**src/rtl/mealy_pattern_detector.sv**
```systemverilog
// -----------------------------------------------------------------------------
// mealy_pattern_detector
//
// Serial pattern detector. It watches a bit stream and flags each occurrence
// of a programmable PAT_LEN-bit pattern. The first bit received is the MSB of
// the pattern. This block generalises the single-bit Mealy zero detector: with
// PAT_LEN=2 and pattern 2'b10, y_out matches the legacy zero detector.
//
// Parameters
//   PAT_LEN      pattern length in bits, >= 2
//   PAT_DEFAULT  pattern loaded at reset
//   CNT_W        match counter width, >= 1
//
// Ports
//   clk        in   1        rising-edge clock
//   rstn       in   1        asynchronous active-low reset
//   x_in       in   1        serial data bit
//   x_valid    in   1        x_in is consumed this cycle when high
//   load       in   1        latch `pattern` and restart detection
//   pattern    in   PAT_LEN  new pattern, bit PAT_LEN-1 is received first
//   overlap    in   1        1: overlapping matches, 0: non-overlapping
//   clear      in   1        synchronous clear of match_cnt and cnt_sat
//   y_out      out  1        Mealy match flag, combinational from x_in
//   y_reg      out  1        y_out registered, 1-cycle latency
//   match_cnt  out  CNT_W    saturating count of matches
//   cnt_sat    out  1        high once match_cnt has reached all-ones
//
// Input qualification: a bit is consumed only in a cycle where
// x_valid=1 and load=0. No backpressure is applied, so there is no ready.
// -----------------------------------------------------------------------------
module mealy_pattern_detector #(
    parameter int                 PAT_LEN     = 4,
    parameter logic [PAT_LEN-1:0] PAT_DEFAULT = PAT_LEN'(4'b1010),
    parameter int                 CNT_W       = 8
) (
    input  logic               clk,
    input  logic               rstn,
    input  logic               x_in,
    input  logic               x_valid,
    input  logic               load,
    input  logic [PAT_LEN-1:0] pattern,
    input  logic               overlap,
    input  logic               clear,
    output logic               y_out,
    output logic               y_reg,
    output logic [CNT_W-1:0]   match_cnt,
    output logic               cnt_sat
);

    // fill ranges over 0..PAT_LEN-1; keep at least one bit for PAT_LEN=2.
    localparam int                FILL_W   = (PAT_LEN > 2) ? $clog2(PAT_LEN) : 1;
    localparam logic [FILL_W-1:0] FILL_MAX = FILL_W'(PAT_LEN - 1);
    localparam logic [CNT_W-1:0]  CNT_MAX  = '1;

    logic [PAT_LEN-1:0] pat_q;
    logic [PAT_LEN-2:0] hist_q;   // last PAT_LEN-1 consumed bits, newest at bit 0
    logic [FILL_W-1:0]  fill_q;   // number of valid history bits, saturating

    logic               consume;
    logic               hist_full;
    logic [PAT_LEN-1:0] window;   // history plus the bit on x_in right now
    logic               hit;

    // ------------------------------------------------------------------
    // Match detection (Mealy: depends on the live x_in / x_valid)
    // ------------------------------------------------------------------
    assign consume   = x_valid & ~load;
    assign hist_full = (fill_q == FILL_MAX);
    assign window    = {hist_q, x_in};
    assign hit       = consume & hist_full & (window == pat_q);

    // Reset clears the history asynchronously, which already kills hit;
    // gating with rstn also keeps y_out low during the reset pulse itself.
    assign y_out = hit & rstn;

    // ------------------------------------------------------------------
    // Pattern register and history shifter
    // ------------------------------------------------------------------
    always_ff @(posedge clk or negedge rstn) begin
        if (!rstn) begin
            pat_q  <= PAT_DEFAULT;
            hist_q <= '0;
            fill_q <= '0;
        end else if (load) begin
            // The bit on x_in in the load cycle is deliberately dropped.
            pat_q  <= pattern;
            hist_q <= '0;
            fill_q <= '0;
        end else if (x_valid) begin
            if (hit && !overlap) begin
                // Non-overlapping: the matched bits cannot seed the next
                // match, so the next one needs PAT_LEN fresh bits.
                hist_q <= '0;
                fill_q <= '0;
            end else begin
                hist_q <= window[PAT_LEN-2:0];
                fill_q <= hist_full ? fill_q : fill_q + FILL_W'(1);
            end
        end
    end

    // ------------------------------------------------------------------
    // Registered flag
    // ------------------------------------------------------------------
    always_ff @(posedge clk or negedge rstn) begin
        if (!rstn) begin
            y_reg <= 1'b0;
        end else begin
            y_reg <= hit;
        end
    end

    // ------------------------------------------------------------------
    // Saturating match counter. clear has priority over a coincident hit;
    // that hit still appears on y_out and y_reg.
    // ------------------------------------------------------------------
    always_ff @(posedge clk or negedge rstn) begin
        if (!rstn) begin
            match_cnt <= '0;
            cnt_sat   <= 1'b0;
        end else if (clear) begin
            match_cnt <= '0;
            cnt_sat   <= 1'b0;
        end else if (hit && (match_cnt != CNT_MAX)) begin
            match_cnt <= match_cnt + CNT_W'(1);
            // Raised in the same cycle the count lands on all-ones.
            if (match_cnt == CNT_MAX - CNT_W'(1)) begin
                cnt_sat <= 1'b1;
            end
        end
    end

endmodule

```
**config.mk**
```make
export PLATFORM = sky130hd
export DESIGN_NAME = mealy_pattern_detector
export DESIGN_NICKNAME = d
export VERILOG_FILES = /design/src/rtl/mealy_pattern_detector.sv
export SDC_FILE = /design/constraint.sdc
export NUM_CORES = 1
export LEC_CHECK = 0
export ABC_AREA = 1
export ABC_CLOCK_PERIOD_IN_PS = 1800
export CORE_MARGIN = 3
export CORE_UTILIZATION = 35
export CTS_BUF_LIST = sky130_fd_sc_hd__clkbuf_4 sky130_fd_sc_hd__clkbuf_8
export CTS_CLUSTER_SIZE = 25
export DETAILED_ROUTE_END_ITERATION = 10
export PLACE_DENSITY = 0.6
export SLEW_MARGIN = 25
export SYNTH_ARGS = -nofsm -noshare
export SYNTH_HDL_FRONTEND = slang
export SYNTH_SLANG_ARGS = --single-unit
export TNS_END_PERCENT = 10
```
**constraint.sdc**
```tcl
create_clock -name clk -period 1.8 [get_ports clk]
set_input_delay 0.27 -clock clk [delete_from_list [all_inputs] [get_ports clk]]
set_output_delay 0.27 -clock clk [all_outputs]
set_load 0.01 [all_outputs]
```
==> metrics.log <==
INFO  metric run_status = finished, final reports clean
INFO  metric synth_nets = 157
INFO  metric antenna_left = 0
INFO  metric design_power_total = 0.824 mW
INFO  metric detailedRoute.firstPassIterationCount = 5
INFO  metric worst_hold_path_type = in -> async
INFO  metric insertion_delay_to_the_later_sink_of_the_worst_skew_pair = 0.30 ns
INFO  metric post-route-period-util = 91.9%
INFO  metric final-seq-area = 478 um2
INFO  metric cts_buffer_depth = 2
INFO  metric cts_inserted_buffers = 3
INFO  metric finalWorstPathRequiredPeriod = 1.65 ns
INFO  metric critPathMaxFanout = 2
INFO  metric grt-busiest-layer = met2
INFO  metric reg.largest.list = match_cnt: 8 flops, pat_q: 4 flops, hist_q: 3 flops
INFO  metric initial_core_util = 37.8%
INFO  metric grt_start_max_net_pins = 20
INFO  metric fin_worst_skew = 0.0120 ns
INFO  metric cts_tree = built
INFO  metric grt_pass1_vias = 856
INFO  metric syn-cell-area = 1180 um2
INFO  metric yosysSeqAreaShare = 40.5%
INFO  metric detail_route.wirelength = 2.20 mm
INFO  metric hpwlAfterDp = 1.70 mm
INFO  metric grt_remaining_overflow = 0
INFO  metric fp.dieArea = 4110 um2
INFO  metric ctsRootBufferMaster = clkbuf_4
INFO  metric critical_path.endpoint_type = output pin
INFO  metric cap_violations = 0
INFO  metric h-tree-depth = 1
INFO  metric synth.top_cells.by_area = dfrtp_1, nand2_1, nand3_1, inv_1, nand3_2
INFO  metric antenna_cells_inserted = 0
INFO  metric post_route_cells_drive_above_1_share = 22.1%
INFO  metric synth.ff_latch_count = 19
INFO  metric timing.critical_path.buf_inv = 2
INFO  metric path_delay_family = flip-flops
INFO  metric drt_via_density = 4.63
INFO  metric clkTransAtPathRegs = 0.11 ns
INFO  metric timing.final.max_slew_violations = 0
INFO  metric postSynthCellCount = 143
INFO  metric largest_register_ff_count = 8
INFO  metric timing.critical_path.from_type = flop
INFO  metric critPathArrivalTime = 1.38 ns
INFO  metric dieWidth = 64.1 um
INFO  metric io_pins = 22
INFO  metric finish.net_count = 187
INFO  metric yosysTopAreaCellShare = 36.0%
INFO  metric detail_route.drc_violations = 0
INFO  metric setup-violations-final = 0
INFO  metric antenna_found_initial = 0
INFO  metric grt_util_met2 = 18.6%
INFO  metric routed_wire_length_per_instance = 10.2 um
INFO  metric fillerInstances = 321
INFO  metric postCtsSetupRepairBufs = 0
INFO  metric timing.rr.start = pat_q[1]
INFO  metric drt-initial-drc-count = 41
INFO  metric syn_area_per_cell = 8.26 um2
INFO  metric groute.usage.overall = 11.9%
INFO  metric timing_worst_setup_path_type = reg -> out
INFO  metric worst_r2r_dst = fill_q[0]
INFO  metric r2r.worst_path.cells = 10
INFO  metric achievable_clock_frequency = 605 MHz
INFO  metric startpoint = pat_q[1]
INFO  metric design.core.area = 3130 um2
INFO  metric cpPeakStageDelay = 0.55 ns
INFO  metric power.density_cell_area = 549 nW/um2
INFO  metric rows = 20
INFO  metric top_register = match_cnt
INFO  metric critical_path.cell_chain = inv_1, nand2_1, nand2_2, nor2_4, nand3_1, nor2_1, buf_2
INFO  metric groute.layer.met1.usage = 15.3%
INFO  metric max_slew.worst_pin.slew = 0.268 ns
INFO  metric hold_viol_final = 0
INFO  metric clock_sink_count = 19
INFO  metric critical_path.slowest_cell = dfstp_2
INFO  metric synth_largest_area_cell = dfrtp_1
INFO  metric yosysUniqueCellTypes = 25
INFO  metric met3_usage = 4.39%
INFO  metric layout.core_utilization = 48.0%
INFO  metric portBuffers = 21
INFO  metric gp_congestion = 0.755
INFO  metric die_h = 64.1 um
INFO  metric grt_first_pass_wirelength = 3.85 mm
INFO  metric via_count = 1000
INFO  metric synth-warning-count = 0
INFO  metric static-leakage-power = 0.742 nW
INFO  metric max-vdd-ir-drop = 0.339 mV
INFO  metric setup_repair_after_global_routing_missed_its_margin = false
INFO  metric setup.reg_to_reg.worst_slack = 0.24 ns
INFO  metric multi_input_area = 578 um2
INFO  metric data_required_time_of_the_critical_path = 1.53 ns
INFO  metric timing.slew.headroom = 82.1%
INFO  metric synthToLayoutAreaGrowth = 27.1%
==> cell usage in the layout, fill, tap and decap left out, drive strengths merged, types with 3 or more instances in the layout <==
master	instances
nand2	40
inv	25
nand3	24
clkdlybuf4s50	20
dfrtp	17
nor2	9
buf	7
o21ai	6
xor2	4
clkbuf	4
ha	3
==> timing repair <==
action	4_1_cts	5_1_grt
pin swaps	0	1
hold buffers	0	0
gates resized for setup	2	3
endpoints found under the setup margin	1	1
==> through the flow <==
step           setup WS [ns]  std cells  instance area [um2]  hold slack (ns)  setup TNS [ns]
2_1_floorplan          0.432        143                 1180          -0.0256               0
3_3_place_gp          -0.194        212                 1470            0.461          -0.194
3_5_place_dp          -0.232        212                 1470            0.470          -0.279
4_1_cts              0.00660        216                 1500            0.400               0
5_1_grt              0.00618        216                 1500            0.388               0
6_report               0.146        216                 1500            0.383               0
==> cells in the mapped netlist, drive strengths merged <==
cell    number
xnor2        2
xor2         4
nand3       24
or2          1
inv         25
a21oi        1
dfrtp       17
nand4        2
nor3         2
nand2       40
dfstp        2
clkbuf       2
nand3b       2
nor2         9
clkinv       1
o21ai        6
ha           3
==> cell type report <==
type	instances	share of cell area, %
inverter	26	7.33
clock buffer	4	2.00
timing repair buffer	27	16.7
tap	44	3.67
sequential	19	31.8
multi-input combinational	96	38.5
==> where the power goes <==
part	leakage (nW)	switching, mW	total, mW	internal [mW]
registers	0.252	0.0130	0.462	0.449
clock network	0.0184	0.132	0.234	0.101
logic	0.472	0.0696	0.129	0.0596
==> worst max path at each step <==
| stage | to | depth (start not counted) |
|---|---|---|
| 2_1_floorplan | match_cnt[5] | 8 |
| 3_3_place_gp | y_out | 8 |
| 3_5_place_dp | y_out | 8 |
| 4_1_cts | y_out | 7 |
| 5_1_grt | y_out | 6 |
| 6_report | y_out | 7 |
==> cell families after synthesis <==
group | Yosys count | synth area share [%]
buffers and inverters | 28 | 10.8
AOI/OAI and AO/OA | 7 | 2.97
and+or+nand+nor | 80 | 38.1
DFF | 19 | 40.5
adders and majority gates | 3 | 3.18
xor gates and xnor gates | 6 | 4.45
==> routing by layer <==
layer,wire length [um],vias to the layer above
li1,-,507
met3,101,5
met5,0,-
met2,1030,18
met1,1040,470
met4,31,0
Note: power is estimated with default switching activity, not from simulation.
